<file path="src/rtl/mem_stage_ctrl_if.sv">
`timescale 1ns/1ps
// Data memory request/acknowledge bus.
// The MEM stage controller is the master. The data memory is the slave.
// The master holds dmem_req with a stable address, write enable and store data until dmem_ack.
// dmem_rdata is meaningful only in a cycle where dmem_ack is high.
interface mem_stage_ctrl_if;
    logic        dmem_req;
    logic        dmem_we;
    logic [31:0] dmem_addr;
    logic [31:0] dmem_wdata;
    logic        dmem_ack;
    logic [31:0] dmem_rdata;

    modport master (
        output dmem_req,
        output dmem_we,
        output dmem_addr,
        output dmem_wdata,
        input  dmem_ack,
        input  dmem_rdata
    );

    modport slave (
        input  dmem_req,
        input  dmem_we,
        input  dmem_addr,
        input  dmem_wdata,
        output dmem_ack,
        output dmem_rdata
    );
endinterface

</file>
<file path="src/rtl/mem_stage_ctrl.sv">
`timescale 1ns/1ps
// MEM stage controller.
// It latches the load or store held in EX/MEM and drives it onto a variable-latency data memory bus.
// While the access is in flight it freezes the upstream stages and feeds NOPs into MEM/WB.
// An access is abandoned after TIMEOUT_CYCLES wait cycles, and misaligned or contradictory
// accesses are squashed with a one-cycle error pulse.
// State updates happen on the falling edge of clk, in step with the pipeline registers.
module mem_stage_ctrl #(
    parameter int TIMEOUT_CYCLES = 16,
    parameter int CNT_W          = 5
) (
    input  logic             clk,
    input  logic             Reset_L,
    input  logic             MemRead_EX_MEM,
    input  logic             MemWrite_EX_MEM,
    input  logic [31:0]      Addr_EX_MEM,
    input  logic [31:0]      WrData_EX_MEM,
    mem_stage_ctrl_if.master dmem,
    output logic [31:0]      Data_memory_out,
    output logic             Stall_MEM,
    output logic             Bubble_MEM_WB,
    output logic             Mem_Error,
    output logic             Busy
);

    typedef enum logic [1:0] {
        IDLE   = 2'd0,
        ACCESS = 2'd1,
        RESP   = 2'd2
    } state_t;

    // The last wait-counter value before the access is given up.
    localparam logic [CNT_W-1:0] LAST_WAIT = CNT_W'(TIMEOUT_CYCLES - 1);

    state_t           state;
    logic [CNT_W-1:0] wait_cnt;
    logic             abort;

    logic             req_q;
    logic             we_q;
    logic [31:0]      addr_q;
    logic [31:0]      wdata_q;
    logic [31:0]      rdata_q;
    logic             err_q;

    logic             acc;
    logic             illegal;
    logic             start;
    logic             timeout_hit;

    // Classify the instruction sitting in EX/MEM.
    // Only an IDLE controller acts on it.
    always_comb begin
        acc         = MemRead_EX_MEM | MemWrite_EX_MEM;
        illegal     = (MemRead_EX_MEM & MemWrite_EX_MEM) |
                      (acc & (Addr_EX_MEM[1:0] != 2'b00));
        start       = (state == IDLE) & acc & ~illegal;
        timeout_hit = (wait_cnt == LAST_WAIT);
    end

    // Pipeline control is decoded from the state.
    // It is also decoded from the pending instruction, so the stall takes effect in the same cycle.
    always_comb begin
        Stall_MEM     = 1'b0;
        Bubble_MEM_WB = 1'b0;
        unique case (state)
            IDLE: begin
                Stall_MEM     = start;
                Bubble_MEM_WB = acc;
            end
            ACCESS: begin
                Stall_MEM     = 1'b1;
                Bubble_MEM_WB = 1'b1;
            end
            RESP: begin
                Stall_MEM     = 1'b0;
                Bubble_MEM_WB = abort;
            end
            default: begin
                Stall_MEM     = 1'b0;
                Bubble_MEM_WB = 1'b0;
            end
        endcase
    end

    // Sequencer: IDLE -> ACCESS -> RESP -> IDLE.
    // All bus outputs and the error pulse are registered here.
    always_ff @(negedge clk or negedge Reset_L) begin
        if (!Reset_L) begin
            state    <= IDLE;
            wait_cnt <= '0;
            abort    <= 1'b0;
            req_q    <= 1'b0;
            we_q     <= 1'b0;
            addr_q   <= '0;
            wdata_q  <= '0;
            rdata_q  <= '0;
            err_q    <= 1'b0;
        end else begin
            err_q <= 1'b0;
            unique case (state)
                IDLE: begin
                    abort <= 1'b0;
                    if (start) begin
                        addr_q   <= {Addr_EX_MEM[31:2], 2'b00};
                        we_q     <= MemWrite_EX_MEM;
                        wdata_q  <= WrData_EX_MEM;
                        req_q    <= 1'b1;
                        wait_cnt <= '0;
                        state    <= ACCESS;
                    end else if (illegal) begin
                        err_q <= 1'b1;
                    end
                end
                ACCESS: begin
                    if (dmem.dmem_ack) begin
                        if (!we_q) begin
                            rdata_q <= dmem.dmem_rdata;
                        end
                        req_q <= 1'b0;
                        abort <= 1'b0;
                        state <= RESP;
                    end else if (timeout_hit) begin
                        req_q   <= 1'b0;
                        rdata_q <= '0;
                        err_q   <= 1'b1;
                        abort   <= 1'b1;
                        state   <= RESP;
                    end else begin
                        wait_cnt <= wait_cnt + CNT_W'(1);
                    end
                end
                RESP: begin
                    abort <= 1'b0;
                    state <= IDLE;
                end
                default: begin
                    req_q <= 1'b0;
                    abort <= 1'b0;
                    state <= IDLE;
                end
            endcase
        end
    end

    assign dmem.dmem_req   = req_q;
    assign dmem.dmem_we    = we_q;
    assign dmem.dmem_addr  = addr_q;
    assign dmem.dmem_wdata = wdata_q;
    assign Data_memory_out = rdata_q;
    assign Mem_Error       = err_q;
    assign Busy            = (state != IDLE);

endmodule
</file>
<file path="src/flat_wrapper.sv">
// flat-port wrapper written by rule: the top's interface ports become plain ports
module mem_stage_ctrl_flat 
#(
    parameter int TIMEOUT_CYCLES = 16,
    parameter int CNT_W          = 5
)
  (clk, Reset_L, MemRead_EX_MEM, MemWrite_EX_MEM, Addr_EX_MEM, WrData_EX_MEM, Data_memory_out, Stall_MEM, Bubble_MEM_WB, Mem_Error, Busy, dmem_dmem_req, dmem_dmem_we, dmem_dmem_addr, dmem_dmem_wdata, dmem_dmem_ack, dmem_dmem_rdata);
  mem_stage_ctrl_if dmem_i ();
  input  logic clk;
  input  logic Reset_L;
  input  logic MemRead_EX_MEM;
  input  logic MemWrite_EX_MEM;
  input  logic [31:0] Addr_EX_MEM;
  input  logic [31:0] WrData_EX_MEM;
  output logic [31:0] Data_memory_out;
  output logic Stall_MEM;
  output logic Bubble_MEM_WB;
  output logic Mem_Error;
  output logic Busy;
  output wire logic [$bits(dmem_i.dmem_req)-1:0] dmem_dmem_req;
  output wire logic [$bits(dmem_i.dmem_we)-1:0] dmem_dmem_we;
  output wire logic [$bits(dmem_i.dmem_addr)-1:0] dmem_dmem_addr;
  output wire logic [$bits(dmem_i.dmem_wdata)-1:0] dmem_dmem_wdata;
  input wire logic [$bits(dmem_i.dmem_ack)-1:0] dmem_dmem_ack;
  input wire logic [$bits(dmem_i.dmem_rdata)-1:0] dmem_dmem_rdata;
  assign dmem_dmem_req = dmem_i.dmem_req;
  assign dmem_dmem_we = dmem_i.dmem_we;
  assign dmem_dmem_addr = dmem_i.dmem_addr;
  assign dmem_dmem_wdata = dmem_i.dmem_wdata;
  assign dmem_i.dmem_ack = dmem_dmem_ack;
  assign dmem_i.dmem_rdata = dmem_dmem_rdata;
  mem_stage_ctrl #(.TIMEOUT_CYCLES(TIMEOUT_CYCLES), .CNT_W(CNT_W)) u_core (.clk(clk), .Reset_L(Reset_L), .MemRead_EX_MEM(MemRead_EX_MEM), .MemWrite_EX_MEM(MemWrite_EX_MEM), .Addr_EX_MEM(Addr_EX_MEM), .WrData_EX_MEM(WrData_EX_MEM), .dmem(dmem_i), .Data_memory_out(Data_memory_out), .Stall_MEM(Stall_MEM), .Bubble_MEM_WB(Bubble_MEM_WB), .Mem_Error(Mem_Error), .Busy(Busy));
endmodule
</file>
<file path="config.mk">
export PLATFORM = sky130hd
export DESIGN_NAME = mem_stage_ctrl_flat
export DESIGN_NICKNAME = d
export VERILOG_FILES = /design/src/rtl/mem_stage_ctrl_if.sv /design/src/rtl/mem_stage_ctrl.sv /design/src/flat_wrapper.sv
export SDC_FILE = /design/constraint.sdc
export NUM_CORES = 1
export LEC_CHECK = 0
export BUFFER_PORTS_ARGS = -buffer_cell sky130_fd_sc_hd__buf_2
export CAP_MARGIN = 15
export CORE_MARGIN = 2
export CORE_UTILIZATION = 43
export DETAILED_ROUTE_END_ITERATION = 6
export PLACE_DENSITY = 0.77
export SLEW_MARGIN = 40
export SYNTH_ARGS = -nofsm -noshare
export SYNTH_HDL_FRONTEND = slang
export SYNTH_SLANG_ARGS = --single-unit
export TNS_END_PERCENT = 30
</file>
<file path="constraint.sdc">
create_clock -name clk -period 1.84 [get_ports clk]
set_clock_uncertainty 0.1 [all_clocks]
set_input_delay 0.368 -clock clk [delete_from_list [all_inputs] [get_ports clk]]
set_output_delay 0.368 -clock clk [all_outputs]
set_load 0.02 [all_outputs]
</file>
Word-level counts from Yosys, hierarchy flattened
Cells that the tools add are included.
Word-level totals
  register bits: 105
  bits of input ports: 101
  output and inout port bits: 102
  logic and storage cells: 61
Cells by class
  add/subtract/negate cells: 1
  equality and inequality tests: 8
  muxes and demuxes: 25
  bitwise operators: 8
  reductions and logical operators: 10
Operator list (count)
  $mux W32: 3
  $mux W5: 3
  $mux W1: 10
  $pmux W5 S2: 1
  $reduce_bool A2 Y1: 4
  $mux W2: 3
  $ne A2 B2 Y1 const B: 3
  $pmux W1 S3: 2
  $reduce_and A3 Y1: 2
  $add A5 B1 Y5 const B: 1
  $eq A5 B4 Y1 const B: 1
  $and A1 B1 Y1: 4
  $pmux W1 S2: 2
  $pmux W2 S2: 1
  $reduce_and A2 Y1: 2
  $reduce_and A4 Y1: 1
  $ne A3 B2 Y1 const B: 1
  $eq A2 B1 Y1 const B: 1
  $eq A2 B2 Y1 const B: 1
  $logic_not A2 Y1: 1
  $ne A2 B1 Y1 const B: 1
  $not A1 Y1: 2
  $or A1 B1 Y1: 2

Depth between registers and ports, before layout
Gate-level depths: netlist (run 1).
  depth after elaboration: 7
  depth in mapped cells: 7
  gate-level depth less buffers: 6

==> results.yml, run 1 <==
die:
  design.portCount: 203
  core_area_um2: 10300
  std_cell_rows: 37
  die_h_um: 107
  initial_utilization_pct: 44.0
  floorplan.die_area_um2: 11400
  die_w_um: 107
placed_design:
  place.gp.congestion: 0.765
  place_hpwl_um: 7840
  port-buffer-count: 200
global_route:
  globalRouteTotalUtil_pct: 21.2
  first_pass_grt_wire_length_um: 18700
  globalRoute.totalOverflow: 0
  grt_max_degree: 59
  via_count_of_the_first_global_routing_pass: 3749
  antenna_found_initial: 0
clock_tree:
  tritoncts: "built"
  clkLatencyLatePin_ns: 0.35
  clock_slew_at_the_register_clock_pins_of_the_worst_setup_and_hold_paths_ns: 0.07
  clock_sink_count: 105
  clk_path_buf_depth: 2
  cts_inserted_buffers: 9
  root_buffer: "clkbuf_8"
  cts-hold-fix-buffers: 0
  cts.htree.levels: 3
finish:
  n_antenna_cell: 0
  areaGrowthSynthToFinish_pct: 57.1
  share_of_final_layout_standard_cells_stronger_than_drive_strength_1_pct: 60.8
  number_of_nets_in_the_layout: 698
  post_layout_util_pct: 69.2
status:
  failing_checks: "setup timing"
  outcome: "finished with violations"
sta:
  maxSlewViolCount: 0
  final-setup-viol-count: 202
  fin_ws_ns: -0.971
  hold_violations: 0
  setup_repair_after_global_routing_missed_its_margin: "yes"
synthesis:
  yosys.area.top_type_share_pct: 58.1
  ys_warn_count: 0
  multiplexer_share_of_the_synthesized_area_pct: 27.0
  post_synth.cell_area_avg_um2: 14.0
  yosysTopAreaCell: "dfrtn_1"
  post_synth_main_area_contributors: "dfrtn_1 58%, mux2_4 16%, mux2i_1 7.3%, mux2_2 3.7%, nand2_1 3.2%"
  synth_compound_gate_area_share_pct: 2.76
  yosys.area_share.simple_pct: 5.03
  yosys.area_share.xor_xnor_pct: 0.194
  syn_inst: 323
  synth.lib_cells_used.distinct: 32
  combinational_family_with_the_most_area_after_synthesis: "multiplexers"
  post_synth_adder_cell_area_pct: 0.553
  yosys_register_bits: 105
  synth_sequential_area_ratio_pct: 58.1
  synthesis.area_um2: 4530
drt:
  routed_wl_um: 12100
  antenna_left: 0
  routed_via_density: 4.62
  drc: 0
  1st_pass_router_iterations: 4
  route.vias.total: 3402
  drt_iter0_drc: 158
  route.detailed.wl_per_inst_um: 16.4
pwr:
  finalPower_mw: 9.86
  leakage_power_summed_over_all_cells_nw: 3.73
  irDropWorstVdd_mv: 0.741
  power_per_cell_area_nw_per_um2: 1390
job:
  max_cap_violations: 0
hold_path:
  hp-class: "reg2reg"
worst_setup_path:
  timing.critical_path.buf_inv: 2
  critical_path.endpoint_type: "output port"
  timing.critical_path.arrival_ns: 2.34
  critPathKind: "reg2out"
  max_stage_delay_ns: 0.38
  timing.critical_path.max_delay_family: "simple AND/OR/NAND/NOR gates"
  path_max_fanout: 2
  cp_slowest_cell: "dfrtn_1"
  worstPathCellList: "nor4_4 > nand2_4 > buf_12 > nand2_4 > buf_6"
  timing.critical_path.mode_cell: "nand2_4"
  crit_path_start_kind: "flip-flop"
  required_time_of_the_worst_setup_path_ns: 1.37
## final cells by class
cell class / instances / area [µm²]
multi-input cells: 166 / 1650
inverters: 35 / 131
clock inverters: 6 / 50.0
clock buffers: 10 / 128
flip-flops and latches: 105 / 2630
repair buffers: 278 / 2350
fillers: 709 / 3170
well taps: 136 / 170
## per-layer routing
metal	GRT usage, %	share of wire (%)	vias up
met5	0	0	-
met4	8.07	2.0	0
met1	25.5	40	1665
met3	3.65	4.4	19
li1	-	-	1601
met2	38.1	54	117
## synthesized netlist by cell type
master / n
a211oi_4: 1
a21o_1: 1
a21oi_1: 2
a31o_2: 1
a31oi_1: 1
a32o_1: 1
a41oi_1: 1
and3_1: 1
buf_2: 2
buf_4: 3
buf_6: 10
clkbuf_1: 3
conb_1: 1
dfrtn_1: 105
ha_1: 2
inv_1: 35
mux2_2: 15
mux2_4: 48
mux2i_1: 33
nand2_1: 38
nand2b_4: 1
nand3b_1: 2
nor2_1: 4
nor3_1: 1
nor4_4: 1
nor4b_1: 1
o211a_1: 1
o21a_1: 1
o21ai_0: 3
o22ai_1: 1
o31ai_1: 2
xor2_1: 1
## repair_timing
item / in CTS / in global routing
setup buffers: 27 / 1
resized for setup: 207 / 5
pin swaps: 1 / 2
setup endpoints to repair: 202 / 202
hold endpoints to repair: 0 / 0
gates cloned: 2 / 1
## final timing paths
check	start	end	slack (ns)	depth (start not counted)
worst max register to register	u_core.wait_cnt[0]	u_core.Data_memory_out[19]	-0.20	7
worst min-delay path	u_core.wait_cnt[3]	u_core.wait_cnt[3]	0.33	1
min in group asynchronous	Reset_L	u_core.dmem.dmem_wdata[21]	0.70	2
worst min register to register	u_core.wait_cnt[3]	u_core.wait_cnt[3]	0.33	1
max in group asynchronous	Reset_L	u_core.Data_memory_out[9]	0.62	2
worst max-delay path	u_core.state[1]	Stall_MEM	-0.97	5
## report_power, final
part,internal [mW],switching (mW)
Combinational,2.72,2.01
Sequential,3.16,0.610
Clock,0.511,0.846
## kinds of logic after synthesis
| logic type | count (synthesis) |
|---|---|
| DFF | 105 |
| muxes | 96 |
| buffers and inverters | 53 |
| and+or+nand+nor | 49 |
| AOI/OAI and AO/OA | 16 |
| adders and majority gates | 2 |
| other | 1 |
| xor gates and xnor gates | 1 |
## state kept, by name, summed over array words and instances (netlist names)
name                    count
u_core.wait_cnt             5
u_core.dmem.dmem_req        1
u_core.dmem.dmem_wdata     32
u_core.Mem_Error            1
u_core.Data_memory_out     32
u_core.state                2
u_core.dmem.dmem_we         1
u_core.abort                1
u_core.dmem.dmem_addr      30
## worst reg2reg max path, delay by kind of cell, from the launching register on
kind,cells,cell delay (ns)
buffers and inverters,1,0.27
AND/OR/NAND/NOR,2,0.24
AO/OA/AOI/OAI,1,0.24
flip-flops,1,0.42
adder cells (fa/ha/maj),2,0.45
multiplexers,1,0.15
## cell usage in the layout, fill, tap and decap left out, types with 3 or more instances in the layout
cell type  netlist  final
nand2_1         38     36
inv_6            0      3
buf_6           10    100
buf_12           0      6
mux2_2          15     15
mux2_4          48     48
dfrtn_1        105    105
inv_1           35     35
clkbuf_8         0      9
buf_2            2     99
mux2i_1         33     33
buf_4            3     69
## metrics by stage
stage | instance area, µm² | hold WS [ns] | setup slack [ns] | instances | setup TNS (ns)
after floorplan | 4560 | 0.280 | -0.681 | 324 | -62.99
after global placement | 5980 | 0.304 | -0.817 | 689 | -88.33
after detailed placement | 5980 | 0.322 | -0.849 | 689 | -90.75
after CTS | 7060 | 0.326 | -1.06 | 734 | -91.84
after global routing | 7110 | 0.385 | -1.04 | 736 | -100.15
final | 7110 | 0.334 | -0.971 | 736 | -92.96
Note: power is estimated with default switching activity, not from simulation.
==> run 2, diff against run 1 <==
--- a/config.mk
+++ b/config.mk
@@ -5,12 +5,13 @@
 export SDC_FILE = /design/constraint.sdc
 export NUM_CORES = 1
 export LEC_CHECK = 0
+export ABC_AREA = 1
 export BUFFER_PORTS_ARGS = -buffer_cell sky130_fd_sc_hd__buf_2
 export CAP_MARGIN = 15
 export CORE_MARGIN = 2
-export CORE_UTILIZATION = 43
+export CORE_UTILIZATION = 42
 export DETAILED_ROUTE_END_ITERATION = 6
-export PLACE_DENSITY = 0.77
+export PLACE_DENSITY = 0.76
 export SLEW_MARGIN = 40
 export SYNTH_ARGS = -nofsm -noshare
 export SYNTH_HDL_FRONTEND = slang
==> run 2 against run 1 <==
The run still ends with setup timing left. Routed wire length rose by 7.4%. Clock power is essentially flat. First-iteration DRC count rose by 68%. Global-route usage rose by 1.2 points. Core utilization shrank 1.8 points. Largest cell class unchanged. Sequential power grew 15%. Cell area shrank 3.0%. Critical path depth grew 2. Clock-buffer cell count increased by 3. Critical endpoint is now Bubble_MEM_WB. Synthesized cell count grew 51%. Setup slack improved by 0.0095 ns.
==> results.yml, run 2 <==
sta:
  fin_ws_ns: -0.961
  max-slew-margin-rel_pct: 64.8
  timing_worst_slew_pin_value_ns: 0.527
  final.hold.worst_slack_ns: 0.340
  maxSlewViolCount: 0
  final-setup-viol-count: 201
  hold_violations: 0
  setup_repair_after_global_routing_missed_its_margin: "yes"
worst_setup_path:
  path_max_fanout: 4
  crit_path_start_kind: "flip-flop"
  timing.critical_path.arrival_ns: 2.33
  required_time_of_the_worst_setup_path_ns: 1.37
  critPathKind: "reg2out"
  reg2regPathDepth: 9
  critical_path.endpoint_type: "output port"
  source_of_the_worst_register_to_register_timing_path: "u_core.wait_cnt[1]"
  timing.critical_path.from: "u_core.state[0]"
  setup.reg_to_reg.worst_slack_ns: -0.08
clock_tree:
  clkLatencyLatePin_ns: 0.34
  clk_path_buf_depth: 2
  clock_sink_count: 105
  clock_slew_at_the_register_clock_pins_of_the_worst_setup_and_hold_paths_ns: 0.07
  cts-hold-fix-buffers: 0
  tritoncts: "built"
  root_buffer: "clkbuf_8"
  cts.htree.levels: 3
  cts_inserted_buffers: 9
finish:
  share_of_final_layout_standard_cells_stronger_than_drive_strength_1_pct: 41.7
  final_common_cell: "nand2_1"
  mostFrequentLayoutCells: "141 x nand2_1, 105 x dfrtn_1, 104 x buf_6"
  n_antenna_cell: 0
  number_of_nets_in_the_layout: 832
  fin_area_um2: 6900
  areaGrowthSynthToFinish_pct: 57.0
placed_design:
  place_hpwl_um: 8410
  placed_cell_area_um2: 5740
  detailedPlace.worstSlack_ns: -0.663
  port-buffer-count: 200
  place.gp.congestion: 0.842
drt:
  drc: 0
  antenna_left: 0
  route.detailed.wl_per_inst_um: 14.9
  routed_wl_um: 13000
  drt_iter0_drc: 266
  1st_pass_router_iterations: 6
  route.vias.total: 4285
  routed_via_density: 4.93
synthesis:
  synth.cells.most_frequent: "146 x nand2_1, 105 x dfrtn_1, 69 x nand3_1"
  synth_enable_flop_cells: 0
  syn_inst: 489
  post_synth_main_area_contributors: "dfrtn_1 60%, nand2_1 12%, nand3_1 7.9%, nand4_1 4.6%, inv_1 3.4%"
  synth_sequential_area_ratio_pct: 59.8
  post-synth-top-count-cell: "nand2_1"
  share_of_flip_flops_with_an_asynchronous_set_or_reset_after_synthesis_pct: 100
  leading_register_cell_type_out_of_synthesis: "dfrtn_1"
  ys_warn_count: 0
  yosys_register_bits: 105
  synth.lib_cells_used.distinct: 24
  yosys.area.top_type_share_pct: 59.8
  synthesis.area_um2: 4390
  yosysTopAreaCell: "dfrtn_1"
  post_synth.cell_area_avg_um2: 8.98
hold_path:
  worstHoldStart: "u_core.dmem.dmem_addr[20]"
  hp-class: "reg2reg"
  worst_hold_path.num_cells: 2
status:
  failing_checks: "setup timing"
  outcome: "finished with violations"
global_route:
  first_pass_grt_wire_length_um: 20100
  globalRoute.totalOverflow: 0
  grt_max_degree: 53
  via_count_of_the_first_global_routing_pass: 4204
  globalRouteTotalUtil_pct: 22.4
  antenna_found_initial: 0
job:
  max_cap_violations: 0
pwr:
  leakage_power_summed_over_all_cells_nw: 3.68
  power_per_cell_area_nw_per_um2: 1820
  irDropWorstVdd_mv: 0.948
  finalPower_mw: 12.5
die:
  die_w_um: 106
  core_area_um2: 10200
  floorplan.die_area_um2: 11300
  std_cell_rows: 37
  die_h_um: 106
  design.portCount: 203
  initial_utilization_pct: 42.9
[run 2: changes by cell type after synthesis, sizes merged, moves of 2 or more]
| cell | change |
|---|---|
| nand3b | -2 |
| o21ai | +31 |
| nand2 | +112 |
| buf | +14 |
| mux2i | -33 |
| mux2 | -63 |
| clkbuf | +3 |
| or2 | +2 |
| o31ai | -2 |
| inv | +8 |
| nand4 | +32 |
| nor2 | +7 |
| nand3 | +69 |
[run 2: what timing repair did]
action	CTS	global route
resized for setup	215	15
pin swaps	3	7
buffers inserted	14	17
setup endpoints to repair	203	203
gates cloned	0	0
[run 2: per-layer routing]
metal	wire length, µm	GRT usage, %	up-vias
met5	0	0	-
met4	187	6.58	0
met3	998	6.38	16
met2	6450	37.1	191
met1	5340	28.7	2023
li1	-	-	2055
[run 2: cell families after synthesis]
kind of cell	after synthesis	share of synthesized area (%)
simple gates	267	27.4
flops	105	59.8
buf+inv	78	8.00
compound gates	36	4.16
fa+ha+maj	2	0.570
other cells	1	0.0854
[run 2: final cells by class]
| type | count | area, µm² |
|---|---|---|
| clock buffer | 13 | 159 |
| clock inverter | 3 | 23.8 |
| inverter | 43 | 161 |
| fill | 788 | 3330 |
| sequential | 105 | 2630 |
| tap | 136 | 170 |
| timing repair buffer | 263 | 2250 |
| multi-input combinational | 307 | 1510 |
[run 2: through the flow]
step                      util (%)  TNS (ns)  std cells
after detailed placement      56.1    -69.88        823
after global placement        56.1    -66.21        823
after CTS                     65.7    -59.91        853
final                         67.4    -64.58        870
after global routing          67.4    -73.78        870
after floorplan                  -    -38.76        490
[run 2: where the power goes]
part / leakage (nW) / total, mW / internal (mW) / switching [mW]
Sequential: 1.32 / 4.33 / 3.49 / 0.839
Clock: 0.0863 / 1.35 / 0.574 / 0.772
Combinational: 2.27 / 6.85 / 3.38 / 3.47
Total: 3.68 / 12.5 / 7.45 / 5.08
[run 2: final timing paths]
check / endpoint
max in group asynchronous: u_core.dmem.dmem_wdata[11]
min in group asynchronous: u_core.dmem.dmem_addr[30]
min: u_core.dmem.dmem_addr[20]
max reg2reg: u_core.wait_cnt[0]
min reg2reg: u_core.dmem.dmem_addr[20]
max: Bubble_MEM_WB
[run 2: critical path, cell delays in order, from the launching register on]
cell,delay (ns)
dfrtn_1,0.47
inv_2,0.07
nand2_4,0.07
nor2_4,0.06
buf_12,0.12
nor3_4,0.11
inv_2,0.05
buf_6,0.12
==> run 3, diff against run 2 <==
--- a/config.mk
+++ b/config.mk
@@ -12,6 +12,7 @@
 export CORE_UTILIZATION = 42
 export DETAILED_ROUTE_END_ITERATION = 6
 export PLACE_DENSITY = 0.76
+export REMOVE_ABC_BUFFERS = 1
 export SLEW_MARGIN = 40
 export SYNTH_ARGS = -nofsm -noshare
 export SYNTH_HDL_FRONTEND = slang
==> run 3 against run 2 <==
Non-clock buffer count shrank 1. The run still ends with setup timing left. Via count grew 2.6%. Critical endpoint unchanged. Highest routed layer unchanged. Die area is the same. Core utilization shrank 0.18 points. Global-route usage grew 1.6 points. Critical path type unchanged.
==> results.yml, run 3 (synthesis results as in run 2) <==
status:
  outcome: "finished with violations"
  failing_checks: "setup timing"
pwr:
  share_comb_of_total_power_pct: 52.9
  finalPower_mw: 12.8
  p_switching_mw: 5.11
  leakage_power_summed_over_all_cells_nw: 3.68
  clock_power_share_pct: 13.2
  power.switching_fraction_pct: 39.9
  power_per_cell_area_nw_per_um2: 1860
  cellInternalPower_mw: 7.71
  share_seq_of_total_power_pct: 34.0
  irDropWorstVdd_mv: 1.13
worst_setup_path:
  max_stage_delay_ns: 0.44
  critical_path.endpoint_type: "output port"
  critPathKind: "reg2out"
  path_max_fanout: 3
  crit_path_start_kind: "flip-flop"
  timing.critical_path.arrival_ns: 2.27
  worstPathCellList: "inv_2 > nand2_4 > nor2_4 > nor3_2 > inv_1 > buf_6"
  cp_slowest_cell: "dfrtn_1"
  timing.critical_path.from: "u_core.state[0]"
  source_of_the_worst_register_to_register_timing_path: "u_core.wait_cnt[0]"
  required_time_of_the_worst_setup_path_ns: 1.37
die:
  die_h_um: 106
  core_area_um2: 10200
  initial_utilization_pct: 42.9
  floorplan.die_area_um2: 11300
  std_cell_rows: 37
  design.portCount: 203
  die_w_um: 106
job:
  max_cap_violations: 0
global_route:
  gr-usage-met3_pct: 6.81
  grt-busiest-layer: "met2"
  via_count_of_the_first_global_routing_pass: 4327
  antenna_found_initial: 0
  groute.layer.met1.usage_pct: 30.4
  grt_max_degree: 55
  first_pass_grt_wire_length_um: 21600
  globalRouteTotalUtil_pct: 24.0
  gr-usage-met2_pct: 39.3
  globalRoute.totalOverflow: 0
placed_design:
  detailedPlace.worstSlack_ns: -0.648
  placedCellCount: 818
  place.gp.congestion: 0.779
  port-buffer-count: 200
  placed_cell_area_um2: 5660
  place_hpwl_um: 8410
drt:
  routed_via_density: 5.06
  route.detailed.wl_per_inst_um: 15.6
  antenna_left: 0
  drc: 0
  route.vias.total: 4397
  1st_pass_router_iterations: 6
  drt_iter0_drc: 385
  routed_wl_um: 13500
sta:
  hold_violations: 0
  setup_repair_after_global_routing_missed_its_margin: "yes"
  maxSlewViolCount: 0
  final.hold.worst_slack_ns: 0.341
  max-slew-margin-rel_pct: 63.6
  fin_ws_ns: -0.895
  timing.setup.tns_ns: -74.87
  final-setup-viol-count: 203
  timing_worst_slew_pin_value_ns: 0.544
clock_tree:
  clock_sink_count: 105
  tritoncts: "built"
  clkLatencyLatePin_ns: 0.34
  clock_slew_at_the_register_clock_pins_of_the_worst_setup_and_hold_paths_ns: 0.06
  root_buffer: "clkbuf_8"
  cts.htree.levels: 3
  cts_inserted_buffers: 9
  clk_path_buf_depth: 2
  cts-hold-fix-buffers: 0
finish:
  mostFrequentLayoutCells: "143 x nand2_1, 107 x buf_6, 105 x dfrtn_1"
  post_layout_util_pct: 67.2
  fin_area_um2: 6880
  instances_no_fill: 869
  n_antenna_cell: 0
  final_common_cell: "nand2_1"
  number_of_nets_in_the_layout: 831
  share_of_final_layout_standard_cells_stronger_than_drive_strength_1_pct: 40.8
  areaGrowthSynthToFinish_pct: 56.6
hold_path:
  worstHoldStart: "u_core.dmem.dmem_wdata[5]"
  hp-class: "reg2reg"
-- run 3: critical path, delay by kind of cell, from the launching register on --
kind	cells	cell delay (ns)
buffers and inverters	3	0.28
DFF	1	0.44
and+or+nand+nor	3	0.29
-- run 3: power groups by stage --
stage / logic (mW) / clock network, mW / registers, mW
after floorplan: 1.41 / 0 / 5.39
after global placement: 4.68 / 0 / 4.04
after detailed placement: 4.80 / 0 / 4.08
after CTS: 6.48 / 1.74 / 4.32
after global routing: 7.23 / 1.84 / 4.47
final: 6.78 / 1.69 / 4.35
-- run 3: routing by layer --
metal,share of wire [%],up-vias
li1,-,2053
met5,0,-
met4,1.3,0
met3,9.6,13
met2,49,228
met1,40,2103
-- run 3: layout make-up --
class	instances	area, µm²
clock buffer	10	128
timing repair buffer	262	2200
clock inverter	6	115
sequential	105	2630
inverter	43	164
tap	136	170
fill	742	3350
multi-input combinational	307	1470
-- run 3: timing repair --
action                                  CTS  global route
cloned                                    0             0
pin swaps                                 5             4
resized for setup                       234            10
endpoints found under the setup margin  203           203
buffers inserted                         22            15
-- run 3: final timing paths --
kind,cells past startpoint,slack [ns],endpoint
worst max-delay path,6,-0.89,Bubble_MEM_WB
worst max register to register,8,-0.03,u_core.Data_memory_out[28]
min in group asynchronous,2,0.72,u_core.Data_memory_out[2]
worst min-delay path,2,0.34,u_core.dmem.dmem_wdata[5]
worst min register to register,2,0.34,u_core.dmem.dmem_wdata[5]
max in group asynchronous,2,0.61,u_core.dmem.dmem_wdata[29]
